--- config.mk ---
export PLATFORM = sky130hd
export DESIGN_NAME = branch_resolve_unit
export DESIGN_NICKNAME = d
export VERILOG_FILES = /design/src/rtl/branch_resolve_unit.sv
export SDC_FILE = /design/constraint.sdc
export NUM_CORES = 1
export LEC_CHECK = 0
export CAP_MARGIN = 20
export CORE_MARGIN = 2
export CORE_UTILIZATION = 49
export DETAILED_ROUTE_END_ITERATION = 6
export PLACE_DENSITY = 0.8
export SYNTH_ARGS = -nofsm -noshare
export SYNTH_HDL_FRONTEND = slang
export SYNTH_SLANG_ARGS = --single-unit
export TNS_END_PERCENT = 30
--- constraint.sdc ---
create_clock -name clk -period 2.6 [get_ports clk]
set_clock_uncertainty 0.05 [all_clocks]
set_input_delay 0.26 -clock clk [delete_from_list [all_inputs] [get_ports clk]]
set_output_delay 0.26 -clock clk [all_outputs]
set_load 0.005 [all_outputs]
--- src/rtl/branch_resolve_unit.sv ---
// EX/MEM branch resolution: compares the fetch-time prediction with the real outcome,
// registers the predictor update record, and sequences a multi-cycle wrong-path flush.
module branch_resolve_unit #(
  parameter int FLUSH_CYCLES = 2,
  parameter int CNT_W        = 16
) (
  input  logic             clk,
  input  logic             rst,
  input  logic             stall,
  input  logic             ex_valid,
  input  logic             ex_is_branch,
  input  logic             ex_is_jump,
  input  logic [31:0]      ex_pc,
  input  logic             ex_pred_taken,
  input  logic             ex_pred_hit,
  input  logic [31:0]      ex_pred_target,
  input  logic             ex_cond_true,
  input  logic [31:0]      ex_target,
  output logic             PCSrc,
  output logic [31:0]      mem_pc,
  output logic [31:0]      t_addr,
  output logic             mem_is_taken,
  output logic             miss_predict,
  output logic [31:0]      redirect_pc,
  output logic             flush,
  output logic [CNT_W-1:0] br_cnt,
  output logic [CNT_W-1:0] miss_cnt
);

  typedef enum logic {IDLE, FLUSH} state_t;

  localparam logic [CNT_W-1:0] CNT_MAX = {CNT_W{1'b1}};

  state_t           state_q, state_d;
  logic [2:0]       cnt_q, cnt_d;
  logic             flush_q, flush_d;
  logic             pcsrc_q, pcsrc_d;
  logic             miss_predict_q, miss_predict_d;
  logic             mem_is_taken_q, mem_is_taken_d;
  logic [31:0]      mem_pc_q, mem_pc_d;
  logic [31:0]      t_addr_q, t_addr_d;
  logic [31:0]      redirect_pc_q, redirect_pc_d;
  logic [CNT_W-1:0] br_cnt_q, br_cnt_d;
  logic [CNT_W-1:0] miss_cnt_q, miss_cnt_d;

  logic [31:0] pc_plus4, act_next, pred_next;
  logic        act_taken, resolve, mis;

  // A jump wins over a simultaneous branch flag, so both-high resolves as taken.
  always_comb begin
    pc_plus4  = ex_pc + 32'd4;
    act_taken = ex_is_jump | (ex_is_branch & ex_cond_true);
    act_next  = act_taken ? ex_target : pc_plus4;
    pred_next = (ex_pred_taken & ex_pred_hit) ? ex_pred_target : pc_plus4;
    resolve   = ex_valid & (ex_is_branch | ex_is_jump) & ~stall & (state_q == IDLE);
    mis       = resolve & (pred_next != act_next);
  end

  always_comb begin
    // NOTE: every variable gets a default first so no path leaves it unassigned,
    // which would otherwise infer a latch.
    state_d        = state_q;
    cnt_d          = cnt_q;
    flush_d        = flush_q;
    pcsrc_d        = resolve;
    miss_predict_d = mis;
    mem_pc_d       = mem_pc_q;
    t_addr_d       = t_addr_q;
    mem_is_taken_d = mem_is_taken_q;
    redirect_pc_d  = redirect_pc_q;
    br_cnt_d       = br_cnt_q;
    miss_cnt_d     = miss_cnt_q;

    if (resolve) begin
      mem_pc_d       = ex_pc;
      t_addr_d       = ex_target;
      mem_is_taken_d = act_taken;
      if (br_cnt_q != CNT_MAX) br_cnt_d = br_cnt_q + CNT_W'(1);
    end
    if (mis) begin
      redirect_pc_d = act_next;
      if (miss_cnt_q != CNT_MAX) miss_cnt_d = miss_cnt_q + CNT_W'(1);
    end

    // The flush countdown ignores stall: the squash window is fixed in cycles.
    case (state_q)
      IDLE: begin
        if (mis) begin
          state_d = FLUSH;
          cnt_d   = 3'(FLUSH_CYCLES);
          flush_d = 1'b1;
        end
      end
      FLUSH: begin
        cnt_d = cnt_q - 3'd1;
        if (cnt_q == 3'd1) begin
          state_d = IDLE;
          flush_d = 1'b0;
        end
      end
      default: begin
        state_d = IDLE;
        flush_d = 1'b0;
      end
    endcase
  end

  // NOTE: sequential state uses non-blocking assignments so every flop samples
  // the pre-edge value of its neighbours, independent of statement order.
  always_ff @(posedge clk or negedge rst) begin
    if (!rst) begin
      state_q        <= IDLE;
      cnt_q          <= '0;
      flush_q        <= 1'b0;
      pcsrc_q        <= 1'b0;
      miss_predict_q <= 1'b0;
      mem_is_taken_q <= 1'b0;
      mem_pc_q       <= '0;
      t_addr_q       <= '0;
      redirect_pc_q  <= '0;
      br_cnt_q       <= '0;
      miss_cnt_q     <= '0;
    end else begin
      state_q        <= state_d;
      cnt_q          <= cnt_d;
      flush_q        <= flush_d;
      pcsrc_q        <= pcsrc_d;
      miss_predict_q <= miss_predict_d;
      mem_is_taken_q <= mem_is_taken_d;
      mem_pc_q       <= mem_pc_d;
      t_addr_q       <= t_addr_d;
      redirect_pc_q  <= redirect_pc_d;
      br_cnt_q       <= br_cnt_d;
      miss_cnt_q     <= miss_cnt_d;
    end
  end

  assign PCSrc        = pcsrc_q;
  assign mem_pc       = mem_pc_q;
  assign t_addr       = t_addr_q;
  assign mem_is_taken = mem_is_taken_q;
  assign miss_predict = miss_predict_q;
  assign redirect_pc  = redirect_pc_q;
  assign flush        = flush_q;
  assign br_cnt       = br_cnt_q;
  assign miss_cnt     = miss_cnt_q;

endmodule

== After elaboration in Yosys (flattened, before gate mapping) ==
Index checks and enable logic that the tools add are counted.
Word-level totals
  bits in read-only memories: 0
  word-level logic and storage cells: 44
  memories: 0
  input bits: 105
  output and inout port bits: 132
  register bits: 136
  latch bits: 0
  bits in writable memories: 0
Operators by class
  divide/modulo/power cells: 0
  $add $sub $neg: 4
  reduce and logical (&&, ||, !) cells: 3
  multiplexer cells: 10
  bitwise logic cells: 10
  eq/ne operators: 6
  magnitude comparators: 0
  shift-type cells: 0
  multipliers: 0
Operator list (count)
  2-to-1 mux 32 bit: 2
  adder 16 x 1 -> 16 bit (second input constant): 2
  adder 32 x 3 -> 32 bit (second input constant): 1
  != test 16 bit (second input constant): 2
  != test 32 bit: 1
  AND 1 bit: 6
  case mux 3 bit (2 select lines): 1
  AND reduction 2 bit: 3
  2-to-1 mux 1 bit: 4
  case mux 1 bit (2 select lines): 2
  == test 3 x 1 -> 1 bit (second input constant): 1
  2-to-1 mux 3 bit: 1
  subtractor 3 x 1 -> 3 bit (second input constant): 1
  != test 2 x 1 -> 1 bit (second input constant): 1
  != test 2 bit (second input constant): 1
  NOT 1 bit: 2
  OR 1 bit: 2

== Longest topological paths before layout ==
Gate-level depths: netlist of run 1.
  depth in word-level cells: 7
  mapped depth: 14
  depth with buffers taken out: 11

== Least setup slack after synthesis of run 1 ==
Ideal clock, no wire load.
  path type: in2reg
  from: in ex_pc[2]
  to: reg redirect_pc_q[10], in the netlist redirect_pc[10]
  arrival: 3.219 ns
  buffers on the path: 2
  path slack: -0.796 ns
  cell stages on the path: 13
  setup time: 0.127 ns
  cell sequence: ha_1 -> clkbuf_1 -> inv_1 -> or4_1 -> or3_1 -> a31oi_1 -> xnor2_1 -> a31oi_1 -> nor4_1 -> nand4_2 -> nand2_4 -> buf_6 -> mux2_1
On the way
  longest elaborated chain between the ends: 4
  elaborated cells between the ends (all ways): 5
Ends and longest elaborated chain
  start: declaration: line 13  | input logic [31:0] ex_pc,
  adder 32 x 3 -> 32 bit (*): line 51  | pc_plus4 = ex_pc + 32'd4;
  2-to-1 mux 32 bit (on tied branches): line 54, 53
  != test 32 bit: line 56  | mis = resolve & (pred_next != act_next);
  AND 1 bit: line 56
  end signal: assignment: line 132  | redirect_pc_q <= redirect_pc_d;
  end: declaration: line 42  | logic [31:0] redirect_pc_q, redirect_pc_d;
Every way passes the cells marked *; elsewhere a longest branch is shown, timed or not.
A chain may end at the register's enable or synchronous reset.

== Final worst setup path of run 1 ==
  from: in ex_cond_true
  to: reg redirect_pc_q[8], in the netlist redirect_pc[8]
On the way
  longest elaborated chain between the ends: 5
Ends and longest elaborated chain
  start: declaration: line 17  | input logic ex_cond_true,
  AND 1 bit (*): line 52  | act_taken = ex_is_jump | (ex_is_branch & ex_cond_true);
  OR 1 bit (*): line 52
  2-to-1 mux 32 bit (*): line 53  | act_next = act_taken ? ex_target : pc_plus4;
  != test 32 bit: line 56
  AND 1 bit: line 56
Marks and branches as above.

==> results of run 1 <==
per-stage QoR:
stage | instance area (um2) | instances | setup TNS [ps] | hold WS, ps
finish | 13300 | 1579 | -18720 | 34.6
global route | 13300 | 1579 | -24210 | 51.4
CTS | 13300 | 1575 | -17740 | 32.8
detailed placement | 12200 | 1533 | -63240 | 208
global placement | 12200 | 1533 | -60940 | 203
floorplan | 8390 | 952 | -23970 | -85.6
layout make-up:
type | instances | area [um2] | share of cell area
clock buffers | 18 | 439 | 0.0330
clock inverters | 14 | 163 | 0.0122
inverters | 19 | 71.3 | 0.00536
multi-input cells | 737 | 4970 | 0.374
flip-flops and latches | 136 | 3400 | 0.256
well taps | 220 | 275 | 0.0207
repair buffers | 435 | 3970 | 0.299
sequential cells by signal (all words and copies together) (netlist names):
signal / count
PCSrc: 1
br_cnt: 16
cnt_q: 3
flush: 1
mem_is_taken: 1
mem_pc: 32
miss_cnt: 16
miss_predict: 1
redirect_pc: 32
state_q: 1
t_addr: 32
cell families (layout without fill, tap and decap cells):
| family | after synthesis | after routing | share of synthesized area |
|---|---|---|---|
| and+or+nand+nor | 440 | 440 | 0.245 |
| xor gates and xnor gates | 119 | 119 | 0.134 |
| adders and majority gates | 5 | 5 | 0.00756 |
| AOI/OAI and AO/OA | 132 | 132 | 0.107 |
| buffers and inverters | 79 | 486 | 0.0405 |
| DFF | 136 | 136 | 0.411 |
| muxes | 41 | 41 | 0.0544 |
metal layers:
layer | global-route usage | wire [um] | vias up
met5 | 0 | 0 | -
met4 | 0.157 | 1230 | 0
met3 | 0.0642 | 2380 | 102
met2 | 0.554 | 14400 | 458
met1 | 0.460 | 12800 | 4242
li1 | - | - | 4053
placed cells by master, fill, tap and decap left out, types with 5 or more instances in the layout:
| cell | n |
|---|---|
| nand3_1 | 31 |
| buf_4 | 181 |
| nand4_1 | 19 |
| o31a_1 | 5 |
| xnor2_1 | 66 |
| nor2_1 | 47 |
| and3_1 | 9 |
| o21ai_0 | 39 |
| nand2b_1 | 5 |
| a21oi_1 | 18 |
| nor4_2 | 5 |
| clkdlybuf4s50_1 | 212 |
| mux2_4 | 30 |
| mux2i_1 | 7 |
| a31oi_1 | 12 |
| buf_6 | 13 |
| xor2_1 | 43 |
| a21oi_2 | 6 |
| clkbuf_16 | 17 |
| inv_1 | 17 |
| buf_2 | 5 |
| dfrtp_1 | 136 |
| xnor3_1 | 5 |
| and4_1 | 9 |
| and2_1 | 7 |
| nand2_1 | 254 |
| dlygate4sd2_1 | 8 |
| buf_12 | 8 |
| nor3_1 | 10 |
critical path, stage by stage:
cell	delay, ps
clkdlybuf4s50_1	550
a21oi_4	130
buf_4	160
o21ai_0	220
a311o_1	160
o311ai_0	160
a211oi_1	250
nand4_1	210
nor4_4	340
nand4_4	190
nand2_8	140
buf_12	120
buf_12	130
mux2_4	300
power by group through the flow:
stage                     Clock (mW)  Sequential (mW)  Combinational (mW)
after global placement             0             3.56                3.81
after detailed placement           0             3.57                3.90
final                           2.50             3.58                4.22
after global routing            2.62             3.69                4.53
after floorplan                    0             3.55                1.31
after CTS                       2.51             3.58                4.21
timing repair:
action / CTS / global route
setup buffers: 9 / 6
cloned: 2 / 0
hold endpoints to repair: 55 / 0
gates resized for setup: 148 / 17
setup endpoints to repair: 54 / 54
pin swaps: 35 / 13
hold buffers: 1 / 0
path summary, 6_finish.rpt:
| check | to | slack, ps | depth (start not counted) |
|---|---|---|---|
| worst max register to register | miss_cnt[1] | 110 | 9 |
| max in group asynchronous | mem_pc[2] | 1440 | 3 |
| min in group asynchronous | miss_cnt[5] | 300 | 2 |
| worst max-delay path | redirect_pc[8] | -480 | 14 |
| worst min register to register | mem_pc[25] | 420 | 2 |
| worst min-delay path | mem_pc[11] | 30 | 3 |
==> impl_metrics.toml, run 1 <==
[outcome]
status = "complete, but fails checks"
violations = "negative setup slack"

[clock_tree]
cts_buffers = 17
h-tree-depth = 4
clk_path_buf_depth = 2
cts.sinks = 136
cts_tree = "built"
clkLatencyLatePin_ps = 430
clkTransAtPathRegs_ps = 70
cts-root-buf = "clkbuf_16"

[power_and_ir_drop]
p_sw_mw = 3.29
clkPwrFrac = 0.243
cellLeakagePower_nw = 6.16
pwr_density_cell_nw_per_um2 = 776
p_sw_frac = 0.319
power.internal_mw = 7.02
peakVddDrop_mv = 0.484
power_frac_seq = 0.348
pwr-share-comb = 0.410
fin_total_pwr_mw = 10.3

[timing]
fin_ws_ps = -484
fin_crit_sh = 1.19
hold_violations = 0
drv_slew = 0
rsz0062_at_grt = "yes"
period_minus_slack_ps = 3080
max_freq_mhz = 324
finalSetupViolations = 54
tightest_slew_ps = 563
relSlewSlack = 0.623

[critical_path]
cp-start-kind = "input pin"
required_ps = 2860
cp_max_fo = 7
path_class = "input pin to register"
startpoint = "ex_cond_true"
arrival_ps = 3350
reg2reg_from = "miss_cnt[3]"
critPathCaptureType = "register"

[synthesis]
synth.area.top_cells = "dfrtp_1 (41%), nand2_1 (12%), xnor2_1 (7.2%)"
async_reset_ff_frac = 1.00
synth_top_area_share = 0.411
avgSynthCellArea_um2 = 8.69
netlist_area_um2 = 8270
synthCells = 952
synth_edf_count = 0
yosysTopAreaCell = "dfrtp_1"
synthTopCellsByCount = "nand2_1 (257), dfrtp_1 (136), xnor2_1 (68)"
ys_seq_area_frac = 0.411
synth_nets = 1062
synthDistinctLibCells = 67
synth-seq-cells = 136
yosysMostFrequentCell = "nand2_1"
synthFlopType = "dfrtp_1"
ys_warn_count = 0

[grt]
grt_pass1_vias = 8977
track_usage = 0.346
grt_max_degree = 58
grt_pass1_wl_mm = 48.5
antenna_found_initial = 0
grt.overflow.total = 0

[die]
ios = 237
die_y_um = 134
core_um2 = 16500
start_util = 0.501
rows = 47
dieArea_um2 = 17900
die_w_um = 134

[finish]
syn_to_final_growth_pct = 60.7
n_fill_cell = 1055
post-route-util = 0.805
final_net_count = 1456
antenna_cells = 0
drive_gt1_frac = 0.249

[route]
drt-pass1-iter-count = 7
vias_per_cell = 5.61
wl_mm = 30.8
drc = 0
wl_per_cell_um = 19.5
dr_total_vias = 8855
ant_nets = 0
drt-initial-drc-count = 572

[flow_run]
max_cap_violations = 0

[min_path]
hp-class = "input pin to register"
hold_start = "ex_pc[11]"

[place]
post-place-ws_ps = -1240
io_buffer_count = 236
gp_congestion = 1.02
dp_hpwl_mm = 22.2
(Power assumes the default switching activity.)
==> inputs of run 2 (changes only) <==
- CORE_MARGIN: 2 -> unset
==> run 2 against run 1 <==
Compared with the run above: the run still ends with negative setup slack left; sequential power about the same; global-route usage is 0.70 points higher; non-clock buffer count up 17; routed wire length up 2.1%; critical path depth decreased by 1; clock power about the same; die area decreased by 3.0%; sequential share of layout area shrank 0.49 points; core utilization rose by 1.6 points.
==> impl_metrics.toml, run 2 (same netlist as run 1, synthesis figures left out) <==
[outcome]
status = "complete, but fails checks"
violations = "negative setup slack"

[power_and_ir_drop]
pwr_density_cell_nw_per_um2 = 760
fin_total_pwr_mw = 10.3
cellLeakagePower_nw = 6.30
peakVddDrop_mv = 0.564

[clock_tree]
clk_path_buf_depth = 2
cts-root-buf = "clkbuf_16"
clkTransAtPathRegs_ps = 60
clkLatencyLatePin_ps = 430
cts_tree = "built"
cts_buffers = 17
cts.sinks = 136
h-tree-depth = 4

[route]
wl_per_cell_um = 19.7
drt-pass1-iter-count = 5
vias_per_cell = 5.62
drc = 0
wl_mm = 31.5
drt-initial-drc-count = 838
dr_total_vias = 8977
ant_nets = 0

[finish]
final_common_cell = "nand2_1"
final_net_count = 1473
syn_to_final_growth_pct = 63.8
antenna_cells = 0
drive_gt1_frac = 0.267
final_cell_mix = "nand2_1 (249), clkdlybuf4s50_1 (209), buf_4 (195)"
final_cells = 1596
post-route-util = 0.820

[timing]
fin_crit_sh = 1.18
fin_ws_ps = -455
tightest_slew_ps = 543
period_minus_slack_ps = 3060
rsz0062_at_grt = "yes"
fin_setup_tns_ps = -21520
finalSetupViolations = 54
relSlewSlack = 0.635
hold_ws_ps = 3.24
drv_slew = 0
hold_violations = 0
max_freq_mhz = 327

[critical_path]
cp_max_fo = 6
cp-start-kind = "input pin"
arrival_ps = 3320
required_ps = 2870
path_class = "input pin to register"
critPathCaptureType = "register"

[die]
dieArea_um2 = 17400
die_w_um = 132
ios = 237
start_util = 0.501
die_y_um = 132
rows = 47
core_um2 = 16500

[grt]
grt_pass1_vias = 8895
track_usage = 0.353
antenna_found_initial = 0
grt.overflow.total = 0
grt_pass1_wl_mm = 47.6
grt_max_degree = 53

[place]
place_inst = 1536
gp_congestion = 0.982
dp_hpwl_mm = 21.9
io_buffer_count = 236

[min_path]
hp-class = "input pin to register"

[flow_run]
max_cap_violations = 0
run 2: cell types whose count changed in the layout (fill, tap and decap cells not counted), sizes merged:
cell | before | now
clkdlybuf4s50 | 212 | 209
dlymetal6s2s | 1 | 4
clkdlybuf4s15 | 2 | 1
clkinv | 3 | 1
clkbuf | 20 | 23
buf | 209 | 224
dlygate4sd2 | 8 | 6
dlygate4sd3 | 1 | 2
inv | 25 | 28
run 2: final timing paths:
path / startpoint / to / slack [ps] / cells after the start
min reg2reg: mem_pc[10] / mem_pc[10] / 420 / 2
min: ex_pc[8] / mem_pc[8] / 3 / 3
max reg2reg: miss_cnt[3] / miss_cnt[1] / -60 / 9
max: ex_pc[5] / redirect_pc[5] / -460 / 13
min in group asynchronous: rst / miss_cnt[3] / 230 / 2
max in group asynchronous: rst / redirect_pc[11] / 1560 / 3
run 2: metrics by stage:
stage | setup WS [ps] | instance area (um2)
after floorplan | -571 | 8390
after global placement | -1230 | 12200
after detailed placement | -1310 | 12200
after CTS | -442 | 13300
after global routing | -560 | 13600
final | -455 | 13600
run 2: critical path, cell delays in order:
cell	delay, ps
buf_8	80
nand4_4	110
buf_6	150
or4_4	630
nor3_4	230
xor2_2	240
mux2_4	330
a211oi_2	140
o221a_1	270
nand4_4	150
nand2_4	210
clkbuf_16	200
mux2_4	300
run 2: repair_timing:
action,in CTS,in global routing
endpoints found under the hold margin,28,0
buffers inserted,13,9
setup endpoints to repair,54,54
pin swaps,38,32
hold buffers,2,0
gates cloned,3,1
gates resized for setup,139,55
run 2: final cells by class:
| type | count | area, um2 |
|---|---|---|
| Tap cell | 220 | 275 |
| Fill cell | 1003 | 2970 |
| Clock inverter | 15 | 178 |
| Multi-Input combinational cell | 737 | 5050 |
| Timing Repair Buffer | 452 | 4150 |
| Clock buffer | 17 | 425 |
| Inverter | 19 | 71.3 |
| Sequential cell | 136 | 3400 |
run 2: report_power, final:
part / switching [mW] / leakage [nW] / internal (mW)
clock network: 1.06 / 0.288 / 1.45
registers: 0.608 / 1.70 / 2.99
logic: 1.65 / 4.31 / 2.54
run 2: routing by layer:
layer  GRT usage  vias up  wire [um]
li1            -     4080          -
met1       0.459     4354      13000
met2       0.594      459      15200
met3      0.0623       84       2330
met4       0.122        0       1010
met5           0        -          0
==> inputs of run 3 (changes only) <==
- CORE_MARGIN: unset -> 2
- CORE_UTILIZATION: 49 -> 50
- CTS_BUF_LIST: unset -> sky130_fd_sc_hd__clkbuf_2 sky130_fd_sc_hd__clkbuf_4 sky130_fd_sc_hd__clkbuf_8
- PLACE_DENSITY: 0.8 -> 0.81
==> run 3 against run 2 <==
Compared with the run above: via count up 2.1%; sequential share of layout area up 0.46 points; the run ends with negative hold slack, negative setup slack left; global-route usage down 0.39 points; highest routed layer unchanged; count of clock-buffer cells in the layout up 1; combinational power up 3%; core utilization down 0.88 points; worst hold slack worse by 21 ps.
==> impl_metrics.toml, run 3 (same netlist as run 1, synthesis figures left out) <==
[power_and_ir_drop]
p_sw_mw = 3.28
power.internal_mw = 6.38
clkPwrFrac = 0.179
cellLeakagePower_nw = 6.22
pwr_density_cell_nw_per_um2 = 725
p_sw_frac = 0.339
peakVddDrop_mv = 0.457
power_frac_seq = 0.372
fin_total_pwr_mw = 9.65
pwr-share-comb = 0.449

[die]
die_w_um = 133
dieArea_um2 = 17600
start_util = 0.504
die_y_um = 133
rows = 47
ios = 237
core_um2 = 16400

[critical_path]
path_class = "input pin to register"
rrSetupSlack_ps = -200
arrival_ps = 3350
crit_chain = "buf_8 > nand4_4 > buf_6 > or4_4 > buf_4 > nor3_4 > o22ai_2 > a211oi_2 > nand4_1 > nor4_4 > nand4_4 > buf_8 > buf_8 > nand4_1 > mux2_4"
slowest_delay_ps = 560
crit_slowest_cell = "or4_4"
required_ps = 2900
cp-start-kind = "input pin"
critPathCaptureType = "register"
crit_path_frequent_cell = "buf_8"
cp_max_fo = 6

[timing]
relSlewSlack = 0.592
fin_crit_sh = 1.17
fin_setup_tns_ps = -19370
rsz0062_at_grt = "yes"
max_freq_mhz = 329
hold_ws_ps = -18.1
hold_violations = 1
drv_slew = 0
tightest_slew_ps = 608
fin_ws_ps = -441
finalSetupViolations = 54
period_minus_slack_ps = 3040

[clock_tree]
cts_tree = "built"
clk_path_buf_depth = 2
clkLatencyLatePin_ps = 470
cts_buffers = 17
clkTransAtPathRegs_ps = 90
h-tree-depth = 4
cts-root-buf = "clkbuf_8"
cts.sinks = 136

[finish]
final_net_count = 1461
final_cells = 1585
finalInstanceArea_um2 = 13300
post-route-util = 0.811
final_common_cell = "nand2_1"
syn_to_final_growth_pct = 60.9
final_cell_mix = "nand2_1 (252), clkdlybuf4s50_1 (207), buf_4 (180)"
drive_gt1_frac = 0.256

[route]
wl_per_cell_um = 20.3
wl_mm = 32.2
vias_per_cell = 5.78
drc = 0
drt-initial-drc-count = 948
ant_nets = 0
drt-pass1-iter-count = 6
dr_total_vias = 9162

[grt]
track_usage = 0.349
antenna_found_initial = 1
grt_use_met1 = 0.453
met3_usage = 0.0716
grt.overflow.total = 0
grt_pass1_wl_mm = 48.3
top_usage_layer = "met2"
use_met2 = 0.568
grt_max_degree = 56
grt_pass1_vias = 9020

[min_path]
hp-class = "input pin to register"

[outcome]
violations = "negative hold slack, negative setup slack"
status = "complete, but fails checks"

[place]
gp_congestion = 0.987
post-place-ws_ps = -1260
dp_hpwl_mm = 22.3
place_inst = 1520
place_area_um2 = 12100
io_buffer_count = 236

[flow_run]
max_cap_violations = 0
-- run 3: cell types whose count changed in the layout (fill, tap and decap cells not counted), sizes merged, moves of 2 or more --
cell           previous run  this run
dlymetal6s2s              4         7
clkdlybuf4s15             1         3
clkdlybuf4s50           209       207
clkinv                    1         6
clkbuf                   23        26
inv                      28        23
buf                     224       207
-- run 3: final cells by class --
class / instances / area, um2
inverters: 19 / 71.3
flip-flops and latches: 136 / 3400
repair buffers: 440 / 4100
fillers: 996 / 3090
diodes: 1 / 2.50
clock inverters: 14 / 121
well taps: 220 / 275
multi-input cells: 737 / 5090
clock buffers: 18 / 248
-- run 3: routing by layer --
layer | vias to the layer above | share of wire
met5 | - | 0
met4 | 0 | 0.046
met3 | 123 | 0.088
met2 | 549 | 0.48
met1 | 4423 | 0.39
li1 | 4067 | -
-- run 3: power by group through the flow --
stage	Combinational [mW]	Clock, mW	Sequential [mW]
6_report	4.33	1.73	3.59
5_1_grt	4.60	1.81	3.68
4_1_cts	4.09	1.70	3.56
3_5_place_dp	3.88	0	3.56
3_3_place_gp	3.79	0	3.55
2_1_floorplan	1.31	0	3.55
-- run 3: worst max-delay path: cells and delay by family --
kind	cells	cell delay, ps
AOI/OAI and AO/OA	2	340
muxes	1	310
and+or+nand+nor	7	1710
buffers and inverters	5	720
-- run 3: repair_timing --
action	CTS	global route
gates resized for setup	118	85
setup endpoints to repair	54	55
hold buffers	1	2
hold endpoints to repair	52	2
cloned	1	3
setup buffers	17	9
pin swaps	29	42
-- run 3: final timing paths --
| kind | from | endpoint | cells past startpoint |
|---|---|---|---|
| min in group asynchronous | rst | miss_predict | 2 |
| max | ex_pc[5] | miss_cnt[12] | 15 |
| min | ex_pc[9] | mem_pc[9] | 3 |
| max in group asynchronous | rst | br_cnt[14] | 3 |
| min reg2reg | mem_pc[10] | mem_pc[10] | 2 |
| max reg2reg | miss_cnt[3] | miss_cnt[1] | 9 |
